### src/rtl/rom_page_pkg.sv
// Package rom_page_pkg
//   Shared types for the ROM page scanner.
//   mode_t       : operating mode encoding on the 'mode' input
//                  (code 3 is reserved and behaves as MODE_RUN)
//   scan_state_t : view-mode scan FSM states
//   is_run_mode  : true for run mode and the reserved code
package rom_page_pkg;

  typedef enum logic [1:0] {
    MODE_INPUT = 2'd0,
    MODE_RUN   = 2'd1,
    MODE_DEBUG = 2'd2
  } mode_t;

  typedef enum logic [1:0] {
    S_IDLE = 2'd0,
    S_READ = 2'd1,
    S_WAIT = 2'd2,
    S_LOAD = 2'd3
  } scan_state_t;

  function automatic logic is_run_mode(input logic [1:0] m);
    return (m == MODE_RUN) || (m == 2'd3);
  endfunction

endpackage

### src/rtl/edge_sync.sv
// Module edge_sync
//   Brings a raw asynchronous level into the CLK domain through two flops
//   and emits a registered one-cycle pulse on its rising edge. The pulse
//   appears 3 CLK cycles after the raw level rises.
// Ports
//   CLK   in  system clock
//   RESET in  asynchronous, active-high reset
//   raw   in  asynchronous level (button / switch)
//   pulse out one-cycle rising-edge pulse, registered
module edge_sync (
  input  logic CLK,
  input  logic RESET,
  input  logic raw,
  output logic pulse
);

  logic s1, s2, s3;

  always_ff @(posedge CLK or posedge RESET) begin
    if (RESET) begin
      s1    <= 1'b0;
      s2    <= 1'b0;
      s3    <= 1'b0;
      pulse <= 1'b0;
    end else begin
      s1    <= raw;
      s2    <= s1;
      s3    <= s2;
      pulse <= s2 & ~s3;
    end
  end

endmodule

### src/rtl/rom_page_scanner.sv
// Module rom_page_scanner
//   Paged ROM-image entry/viewer engine.
//   Input mode (mode 0): every step edge writes din to ROM at {in_page,col}
//   and mirrors it to the DMD column buffer; col/in_page advance and wrap.
//   View modes (mode 1/2, 3 = run): scans the selected view page from ROM
//   into the DMD one column per scan slot (IDLE->READ->WAIT->LOAD).
//   page_up/page_dn select the view page; the current page is exported.
// Configuration
//   ROM_PAGE_AUTO_PAGE_EN : when defined, run mode advances the view page
//   after AUTO_SCANS complete page scans. Undefined: no auto advance.
// Ports
//   CLK, RESET          clock, asynchronous active-high reset
//   mode[1:0]           0=input, 1=run, 2=debug, 3=run
//   step/page_up/page_dn raw async levels, acted on at their rising edge
//   din[DATA_W]         switch word to commit
//   rom_addr/rom_we/rom_wdata/rom_re  ROM port; rom_rdata valid ROM_LAT
//                       cycles after rom_re
//   dmd_col/dmd_data/dmd_load/dmd_clr DMD column buffer port
//   page[PAGE_W]        current page for the 7-seg display
//   wrap_done           pulse when input wraps past the last address
//   dbg_state[1:0]      scan FSM state (scan_state_t encoding)
// Handshake: all strobes (rom_we, rom_re, dmd_load, dmd_clr, wrap_done) are
//   single-cycle registered pulses with their data valid in the same cycle;
//   there is no back-pressure.
module rom_page_scanner
  import rom_page_pkg::*;
#(
  parameter  int DATA_W     = 16,
  parameter  int COLS       = 32,
  parameter  int PAGES      = 64,
  parameter  int SCAN_DIV   = 4,
  parameter  int ROM_LAT    = 1,
  parameter  int AUTO_SCANS = 8,
  localparam int COL_W      = $clog2(COLS),
  localparam int PAGE_W     = $clog2(PAGES),
  localparam int ADDR_W     = PAGE_W + COL_W
) (
  input  logic              CLK,
  input  logic              RESET,
  input  logic [1:0]        mode,
  input  logic              step,
  input  logic              page_up,
  input  logic              page_dn,
  input  logic [DATA_W-1:0] din,
  output logic [ADDR_W-1:0] rom_addr,
  output logic              rom_we,
  output logic [DATA_W-1:0] rom_wdata,
  output logic              rom_re,
  input  logic [DATA_W-1:0] rom_rdata,
  output logic [COL_W-1:0]  dmd_col,
  output logic [DATA_W-1:0] dmd_data,
  output logic              dmd_load,
  output logic              dmd_clr,
  output logic [PAGE_W-1:0] page,
  output logic              wrap_done,
  output logic [1:0]        dbg_state
);

  localparam int DIV_W = (SCAN_DIV > 1) ? $clog2(SCAN_DIV) : 1;
  localparam int LAT_W = (ROM_LAT > 1) ? $clog2(ROM_LAT) : 1;
  localparam logic [COL_W-1:0]  COL_MAX  = COL_W'(COLS - 1);
  localparam logic [PAGE_W-1:0] PAGE_MAX = PAGE_W'(PAGES - 1);
  localparam logic [DIV_W-1:0]  DIV_MAX  = DIV_W'(SCAN_DIV - 1);
  // Last WAIT count before LOAD; WAIT is skipped entirely when ROM_LAT == 1.
  localparam logic [LAT_W-1:0]  WAIT_MAX = LAT_W'((ROM_LAT > 1) ? ROM_LAT - 2 : 0);

  logic step_p, up_p, dn_p;

  edge_sync u_sync_step (.CLK(CLK), .RESET(RESET), .raw(step),    .pulse(step_p));
  edge_sync u_sync_up   (.CLK(CLK), .RESET(RESET), .raw(page_up), .pulse(up_p));
  edge_sync u_sync_dn   (.CLK(CLK), .RESET(RESET), .raw(page_dn), .pulse(dn_p));

  scan_state_t       state;
  logic [COL_W-1:0]  col;
  logic [PAGE_W-1:0] in_page;
  logic [PAGE_W-1:0] view_page;
  logic [1:0]        mode_q;
  logic [DIV_W-1:0]  div_cnt;
  logic [LAT_W-1:0]  wait_cnt;
  // Input-mode page wrap: clear/wrap strobes follow the write by one cycle.
  logic              clr_pend;
  logic              wrap_pend;

  logic in_mode, mode_chg, tick, pg_up, pg_dn, view_chg, auto_adv;

  assign in_mode  = (mode == MODE_INPUT);
  assign mode_chg = (mode != mode_q);
  assign tick     = (div_cnt == DIV_MAX);
  // Simultaneous up and down cancel each other.
  assign pg_up    = up_p & ~dn_p;
  assign pg_dn    = dn_p & ~up_p;
  assign view_chg = ~in_mode & (pg_up | pg_dn);
  assign dbg_state = state;

`ifdef ROM_PAGE_AUTO_PAGE_EN
  localparam int SCAN_W = (AUTO_SCANS > 1) ? $clog2(AUTO_SCANS) : 1;
  localparam logic [SCAN_W-1:0] SCAN_MAX = SCAN_W'(AUTO_SCANS - 1);

  logic [SCAN_W-1:0] scan_cnt;

  // Advance on the load that completes the AUTO_SCANS-th scan of the page.
  assign auto_adv = is_run_mode(mode) && !mode_chg && !view_chg &&
                    (state == S_LOAD) && (col == COL_MAX) && (scan_cnt == SCAN_MAX);

  always_ff @(posedge CLK or posedge RESET) begin
    if (RESET) begin
      scan_cnt <= '0;
    end else if (mode_chg || view_chg || !is_run_mode(mode)) begin
      scan_cnt <= '0;
    end else if ((state == S_LOAD) && (col == COL_MAX)) begin
      scan_cnt <= auto_adv ? '0 : scan_cnt + 1'b1;
    end
  end
`else
  logic unused_auto_cfg;
  assign unused_auto_cfg = (AUTO_SCANS > 0);
  assign auto_adv        = 1'b0;
`endif

  always_ff @(posedge CLK or posedge RESET) begin
    if (RESET) begin
      state     <= S_IDLE;
      col       <= '0;
      in_page   <= '0;
      view_page <= '0;
      mode_q    <= MODE_INPUT;
      div_cnt   <= '0;
      wait_cnt  <= '0;
      clr_pend  <= 1'b0;
      wrap_pend <= 1'b0;
      rom_addr  <= '0;
      rom_we    <= 1'b0;
      rom_wdata <= '0;
      rom_re    <= 1'b0;
      dmd_col   <= '0;
      dmd_data  <= '0;
      dmd_load  <= 1'b0;
      dmd_clr   <= 1'b0;
      page      <= '0;
      wrap_done <= 1'b0;
    end else begin
      rom_we    <= 1'b0;
      rom_re    <= 1'b0;
      dmd_load  <= 1'b0;
      dmd_clr   <= clr_pend;
      wrap_done <= wrap_pend;
      clr_pend  <= 1'b0;
      wrap_pend <= 1'b0;
      mode_q    <= mode;
      page      <= in_mode ? in_page : view_page;

      if (mode_chg) begin
        // Mode switch wins over everything, including a step edge this cycle.
        state    <= S_IDLE;
        col      <= '0;
        div_cnt  <= '0;
        wait_cnt <= '0;
        dmd_clr  <= 1'b1;
      end else if (in_mode) begin
        state    <= S_IDLE;
        div_cnt  <= '0;
        wait_cnt <= '0;
        if (step_p) begin
          rom_we    <= 1'b1;
          rom_addr  <= {in_page, col};
          rom_wdata <= din;
          dmd_load  <= 1'b1;
          dmd_col   <= col;
          dmd_data  <= din;
          col       <= col + 1'b1;
          if (col == COL_MAX) begin
            in_page  <= in_page + 1'b1;
            clr_pend <= 1'b1;
            if (in_page == PAGE_MAX) begin
              wrap_pend <= 1'b1;
            end
          end
        end
      end else begin
        div_cnt <= tick ? '0 : div_cnt + 1'b1;
        if (view_chg) begin
          // Abandon any read in flight; its data is never loaded.
          view_page <= pg_dn ? view_page - 1'b1 : view_page + 1'b1;
          col       <= '0;
          state     <= S_IDLE;
          wait_cnt  <= '0;
          dmd_clr   <= 1'b1;
        end else begin
          case (state)
            S_IDLE: begin
              if (tick) begin
                state    <= S_READ;
                rom_re   <= 1'b1;
                rom_addr <= {view_page, col};
              end
            end
            S_READ: begin
              wait_cnt <= '0;
              state    <= (ROM_LAT > 1) ? S_WAIT : S_LOAD;
            end
            S_WAIT: begin
              if (wait_cnt == WAIT_MAX) begin
                state <= S_LOAD;
              end else begin
                wait_cnt <= wait_cnt + 1'b1;
              end
            end
            S_LOAD: begin
              dmd_load <= 1'b1;
              dmd_data <= rom_rdata;
              dmd_col  <= col;
              col      <= col + 1'b1;
              state    <= S_IDLE;
              if (auto_adv) begin
                view_page <= view_page + 1'b1;
                dmd_clr   <= 1'b1;
              end
            end
            default: state <= S_IDLE;
          endcase
        end
      end
    end
  end

endmodule

### config.mk
export PLATFORM = sky130hd
export DESIGN_NAME = rom_page_scanner
export DESIGN_NICKNAME = d
export VERILOG_FILES = /design/src/rtl/rom_page_pkg.sv /design/src/rtl/edge_sync.sv /design/src/rtl/rom_page_scanner.sv
export SDC_FILE = /design/constraint.sdc
export NUM_CORES = 1
export LEC_CHECK = 0
export ABC_AREA = 1
export CAP_MARGIN = 10
export CORE_MARGIN = 8
export CORE_UTILIZATION = 40
export DETAILED_ROUTE_END_ITERATION = 16
export PLACE_DENSITY = 0.67
export SYNTH_ARGS = -nofsm -noshare
export SYNTH_HDL_FRONTEND = slang
export SYNTH_SLANG_ARGS = --single-unit
### constraint.sdc
create_clock -name CLK -period 4.3 [get_ports CLK]
set_clock_uncertainty 0.2 [all_clocks]
set_input_delay 0.43 -clock CLK [delete_from_list [all_inputs] [get_ports CLK]]
set_output_delay 0.43 -clock CLK [all_outputs]
set_load 0.02 [all_outputs]
* Word level (Yosys, flattened, before mapping)
Cells that the tools add are included.
** Cells by class
- Reductions and logical operators :: 14
- Eq/ne operators :: 12
- Add/subtract/negate cells :: 6
- Muxes and demuxes :: 58
- Bitwise operators :: 14
** Operator list (number)
- $mux W16 :: 4
- $mux W11 :: 5
- $mux W5 :: 9
- $mux W1 :: 28
- $mux W2 :: 8
- $add A6 B1 Y6 const B :: 2
- $mux W6 :: 2
- $ne A5 B5 Y1 const B :: 2
- $pmux W2 S4 :: 1
- $reduce_and A4 Y1 :: 2
- $not A1 Y1 :: 7
- $and A1 B1 Y1 :: 6
- $eq A2 B2 Y1 const B :: 3
- $eq A6 B6 Y1 const B :: 1
- $reduce_and A3 Y1 :: 2
- $reduce_bool A2 Y1 :: 3
- $sub A6 B1 Y6 const B :: 1
- $add A5 B1 Y5 const B :: 1
- $eq A5 B5 Y1 const B :: 1
- $reduce_and A5 Y1 :: 1
- $reduce_bool A5 Y1 :: 1
- $logic_not A2 Y1 :: 2
- $reduce_and A2 Y1 :: 2
- $reduce_bool A4 Y1 :: 1
- 9 further kinds :: 9
** Storage, ports and cells
- Register bits :: 97
- Word-level logic and storage cells :: 135

* Depth between registers and ports, before layout
- Depth in word-level cells :: 7
- Mapped depth :: 13

* Hierarchy
Synthesis repeated with hierarchy kept, for this count alone.
** Unflattened totals
- Cell total of the unflattened synthesis :: 453
- Area total of the unflattened synthesis :: 4088.9 µm²
** Modules (own cells, without submodules)
- rom_page_scanner :: sequential area each 2102.0 µm², instances 1, area each 3747.3 µm², cells an instance 432
- edge_sync :: sequential area each 100.1 µm², instances 3, area each 113.9 µm², cells an instance 7

* Worst setup path after synthesis
OpenSTA, ideal clock, no wires.
- Kind :: reg2reg
- Start point :: register u_sync_dn.pulse
- End point :: register view_page[4]
- Slack :: 2520 ps
- Data arrival time :: 1463 ps
- Path buffers :: 1
- Period minus slack after synthesis :: 1780 ps
- Stages on the path, launching flop included :: 10
- Required time :: 3983 ps
- Library setup time :: 117 ps
- Cell sequence :: dfrtp_1 -> ha_1 -> buf_2 -> xor2_1 -> ha_1 -> o21bai_1 -> nand4_1 -> nand3_1 -> nand3_1 -> nand2_1
** On the way
- Word-level cells in the longest chain between the ends :: 5
- Elaborated cells on any way between the ends :: 7
- Those cells by class :: 1 x mux; 5 x bitwise; 1 x reduce/logical
** Ends and longest elaborated chain
- start, declared :: RTL line edge_sync.sv:14 : output logic pulse
- start signal, assigned :: RTL line edge_sync.sv:29 : pulse <= s2 & ~s3;
- $not A1 Y1 :: RTL line rom_page_scanner.sv:90 : assign pg_up = up_p & ~dn_p;
- $and A1 B1 Y1 :: RTL line rom_page_scanner.sv:90
- $or A1 B1 Y1 :: RTL line rom_page_scanner.sv:92 : assign view_chg = ~in_mode & (pg_up | pg_dn);
- $and A1 B1 Y1 :: RTL line rom_page_scanner.sv:92
- $reduce_and A3 Y1 (no source line)
- end signal, assigned :: RTL line rom_page_scanner.sv:183 : view_page <= pg_dn ? view_page - 1'b1 : view_page + 1'b1;
- end signal, assigned :: RTL line rom_page_scanner.sv:215 : view_page <= view_page + 1'b1;
- end, declared :: RTL line rom_page_scanner.sv:76 : logic [PAGE_W-1:0] view_page;
Several ways; a longest one is shown, not always the timed one.
A chain may end at the register's enable or synchronous reset.

* Worst setup path in the final report
- Start point :: input mode[0]
- End point :: register dmd_col[4]
** On the way
- Word-level cells in the longest chain between the ends :: 5
- Elaborated cells on any way between the ends :: 10
- Those cells by class :: 3 x eq/ne; 1 x mux; 3 x bitwise; 3 x reduce/logical
** Ends and longest elaborated chain
- start, declared :: RTL line rom_page_scanner.sv:40 : input logic [1:0] mode,
- $logic_not A2 Y1 :: RTL line rom_page_scanner.sv:86 : assign in_mode = (mode == MODE_INPUT);
- $not A1 Y1 (no source line)
- $and A1 B1 Y1 :: RTL line rom_page_scanner.sv:92
- $ne A2 B2 Y1 (no source line)
- $reduce_and A4 Y1 (no source line)
- end signal, assigned :: RTL line rom_page_scanner.sv:168 : dmd_col <= col;
- end signal, assigned :: RTL line rom_page_scanner.sv:211 : dmd_col <= col;
- end, declared :: RTL line rom_page_scanner.sv:50 : output logic [COL_W-1:0] dmd_col,
Several ways; a longest one is shown, not always the timed one.

==> impl_metrics.csv <==
group,metric,value,unit
grt,gr-usage-all-layers,14.8,%
yosys,yosys-top-cells-area,"dfrtp_1 (58%), nand2_1 (21%), inv_1 (3.2%)",
yosys,yosysUniqueCellTypes,30,
clocking,ctsResizeCount,0,
detailed_routing,wl_per_cell,13.7,um
critical_path,cpMaxStageDelayCell,"nor2_2",
critical_path,cp.depth,9,
min_path,hp-class,"reg -> reg",
detailed_routing,wl,9870,um
critical_path,crit_arrival,2.82,ns
layout,syn_to_final_growth,31.5,%
yosys,ys_warn_count,0,
yosys,synth-main-ff-cell,"dfrtp_1",
critical_path,end_kind,"register",
detailed_routing,viasPerCell,4.71,
power,p_clk_share,22.7,%
detailed_routing,drc,0,
layout,multiInputGateArea,0.00153,mm2
clocking,clockRootBuffer,"clkbuf_8",
critical_path,reg2reg_depth,8,
detailed_routing,drtIter0Drc,253,
power,power_leakage,2.70,nW
power,p_seq_share,44.7,%
clocking,hold_buffers,0,
yosys,yosysTopAreaCellShare,57.7,%
yosys,avgSynthCellArea,8.68,um2
power,combPwrFrac,32.5,%
place,gp_congestion,0.844,
critical_path,crit_chain,"clkdlybuf4s50_1, nor2_2, nor2_2, nor2_8, inv_2, nor2_4, inv_2, nand2_1, o21ai_1",
grt,grt_pass1_wl,16900,um
power,p_int,1.76,mW
timing,setup_tns,0,ns
clocking,clk_pin_slew,0.08,ns
yosys,ys_seq_elements,96,
min_path,min-delay-start,"u_sync_step.s1",
yosys,yosysMostFrequentCell,"nand2_1",
yosys,async_reset_ff_share,100,%
critical_path,r2r_start,"u_sync_dn.pulse",
die,row_count,37,
timing,setup_viol,0,
critical_path,r2r_setup_slack,2.00,ns
detailed_routing,ant_nets,0,
clocking,clock-sinks,96,
power,sw_frac_of_total,33.4,%
layout,nNetsFinal,628,
yosys,synth-edff-count,0,
grt,grt_max_degree,44,
timing,max_freq,359,MHz
clocking,insertion_delay,0.35,ns
clocking,htreeDepth,3,
die,start_util,40.7,%
clocking,clock_path_buffers,2,
power,power.switching,884,uW
place,hpwlAfterDp,7340,um
die,die_area,0.0139,mm2
timing,finalHoldViolCount,0,
yosys,synth_top_cells_by_count,"nand2_1 (228), dfrtp_1 (96), inv_1 (35), o21ai_0 (24), nand3_1 (16)",
critical_path,cp.required,4.33,ns
timing,slew_viol_final,0,
layout,drive_gt1_share,5.82,%
detailed_routing,vias,3393,
place,numPortBuffers,99,
timing,fin_crit_sh,64.8,%
power,ir_drop,193,uV
yosys,syn_inst,480,
critical_path,startpoint_type,"input port",
grt,grt_pass1_vias,3450,
grt,antenna_found_initial,0,
timing,layout_min_cycle_time,2.79,ns
power,power_density,483,mW/mm2
job,cap_viol_max_count,0,
critical_path,crit_type,"in -> reg",
critical_path,cp_num_buf_inv,3,
layout,nFillCells,965,
die,num_io_pins,100,
yosys,synthesis.nets,528,
die,dieWidth,118,um
critical_path,cp_slowest_stage_delay,0.58,ns
clocking,cts_tree,"yes",
die,core,0.0102,mm2
min_path,hold_depth,0,
yosys,synth.cell_area,0.00417,mm2
detailed_routing,firstDrtPassIters,4,
layout,diodes,0,
timing,setup_ws,1.51,ns
yosys,synth_top_cell_by_area,"dfrtp_1",
outcome,outcome,"finished clean",
critical_path,cp_max_fo,24,
place,dp_slack,1.06,ns
timing,max_slew.worst_pin.slew,0.693,ns
yosys,yosysSeqAreaShare,57.7,%
layout,seqCellArea,0.00240,mm2
min_path,min_to,"u_sync_step.s2",
critical_path,r2r-end,"dmd_col[4]",
timing,relSlewSlack,53.7,%
critical_path,cpLargestDelayFamily,"simple AND/OR/NAND/NOR gates",
clocking,post_cts_buffers,0,
die,die_height,118,um
clocking,numCtsBuffers,9,
grt,grt-ovfl-total,0,
timing,grt_setup_unrepaired,"no",
## state kept, by name, indices dropped and copies added (netlist names), 2 cells and up
signal,cells
rom_addr,11
page,6
dbg_state,2
in_page,6
view_page,6
rom_wdata,16
col,5
dmd_data,16
div_cnt,2
mode_q,2
dmd_col,5
## cells by family (layout without fill, tap and decap cells)
kind of cell,Yosys count,in the layout,synth area share (%)
compound gates,36,36,4.53
simple gates,274,274,27.0
xor+xnor,12,12,2.52
fa+ha+maj,9,9,2.70
buf+inv,53,157,5.62
flops,96,96,57.7
## placed cells by master, fill, tap and decap left out, drive strengths merged
cell           synthesis  final
nor4                   1      1
xnor2                  8      8
a21oi                  3      3
clkdlybuf4s50          0     99
inv                   39     39
o21a                   1      1
nor2                  20     20
nand4                  2      2
nand3                 18     18
a211oi                 1      1
o22ai                  1      1
ha                     9      9
o21ai                 29     29
or2                    1      1
clkinvlp               0      2
clkbuf                 4     11
nand2                229    229
dfrtp                 96     96
o21bai                 1      1
buf                   10      4
bufinv                 0      1
clkinv                 0      1
xor2                   4      4
nor3                   3      3
## power by group through the flow
stage | sequential (mW) | clock [mW] | combinational [mW]
final | 1.18 | 0.602 | 0.862
after global routing | 1.21 | 0.646 | 0.944
after CTS | 1.19 | 0.617 | 0.875
after detailed placement | 1.20 | 0 | 0.870
after global placement | 1.19 | 0 | 0.858
after floorplan | 1.36 | 0 | 0.290
## how the worst max path moves through the flow
| stage | slack (ns) | from | end |
|---|---|---|---|
| after floorplan | 1.16 | RESET | clr_pend |
| after global placement | 1.21 | mode[0] | dmd_col[1] |
| after detailed placement | 1.06 | mode[0] | dmd_data[0] |
| after CTS | 1.45 | mode[0] | dmd_col[4] |
| after global routing | 1.24 | mode[0] | dmd_col[4] |
| final | 1.51 | mode[0] | dmd_col[4] |
## layout make-up
| class | count | area share (%) |
|---|---|---|
| clock buffer | 11 | 2.76 |
| sequential | 96 | 43.9 |
| multi-input combinational | 331 | 27.9 |
| clock inverter | 4 | 0.982 |
| inverter | 39 | 2.72 |
| timing repair buffer | 103 | 18.6 |
| tap | 136 | 3.11 |
## through the flow
step	instances	hold slack, ns	utilization, %	instance area [um2]	total power [mW]
finish	720	0.153	53.5	5480	2.65
global route	720	0.164	53.5	5480	2.80
CTS	720	0.155	53.5	5480	2.68
detailed placement	705	0.135	51.5	5270	2.07
global placement	705	0.134	51.5	5270	2.05
floorplan	480	0.131	-	4170	1.65
## layer usage
metal  GRT usage [%]  routed length, um
met5               0                  0
met4            6.97                192
met3            3.60                563
met2            24.3               4870
met1            17.8               4250
Note: power is estimated with default switching activity, not from simulation.
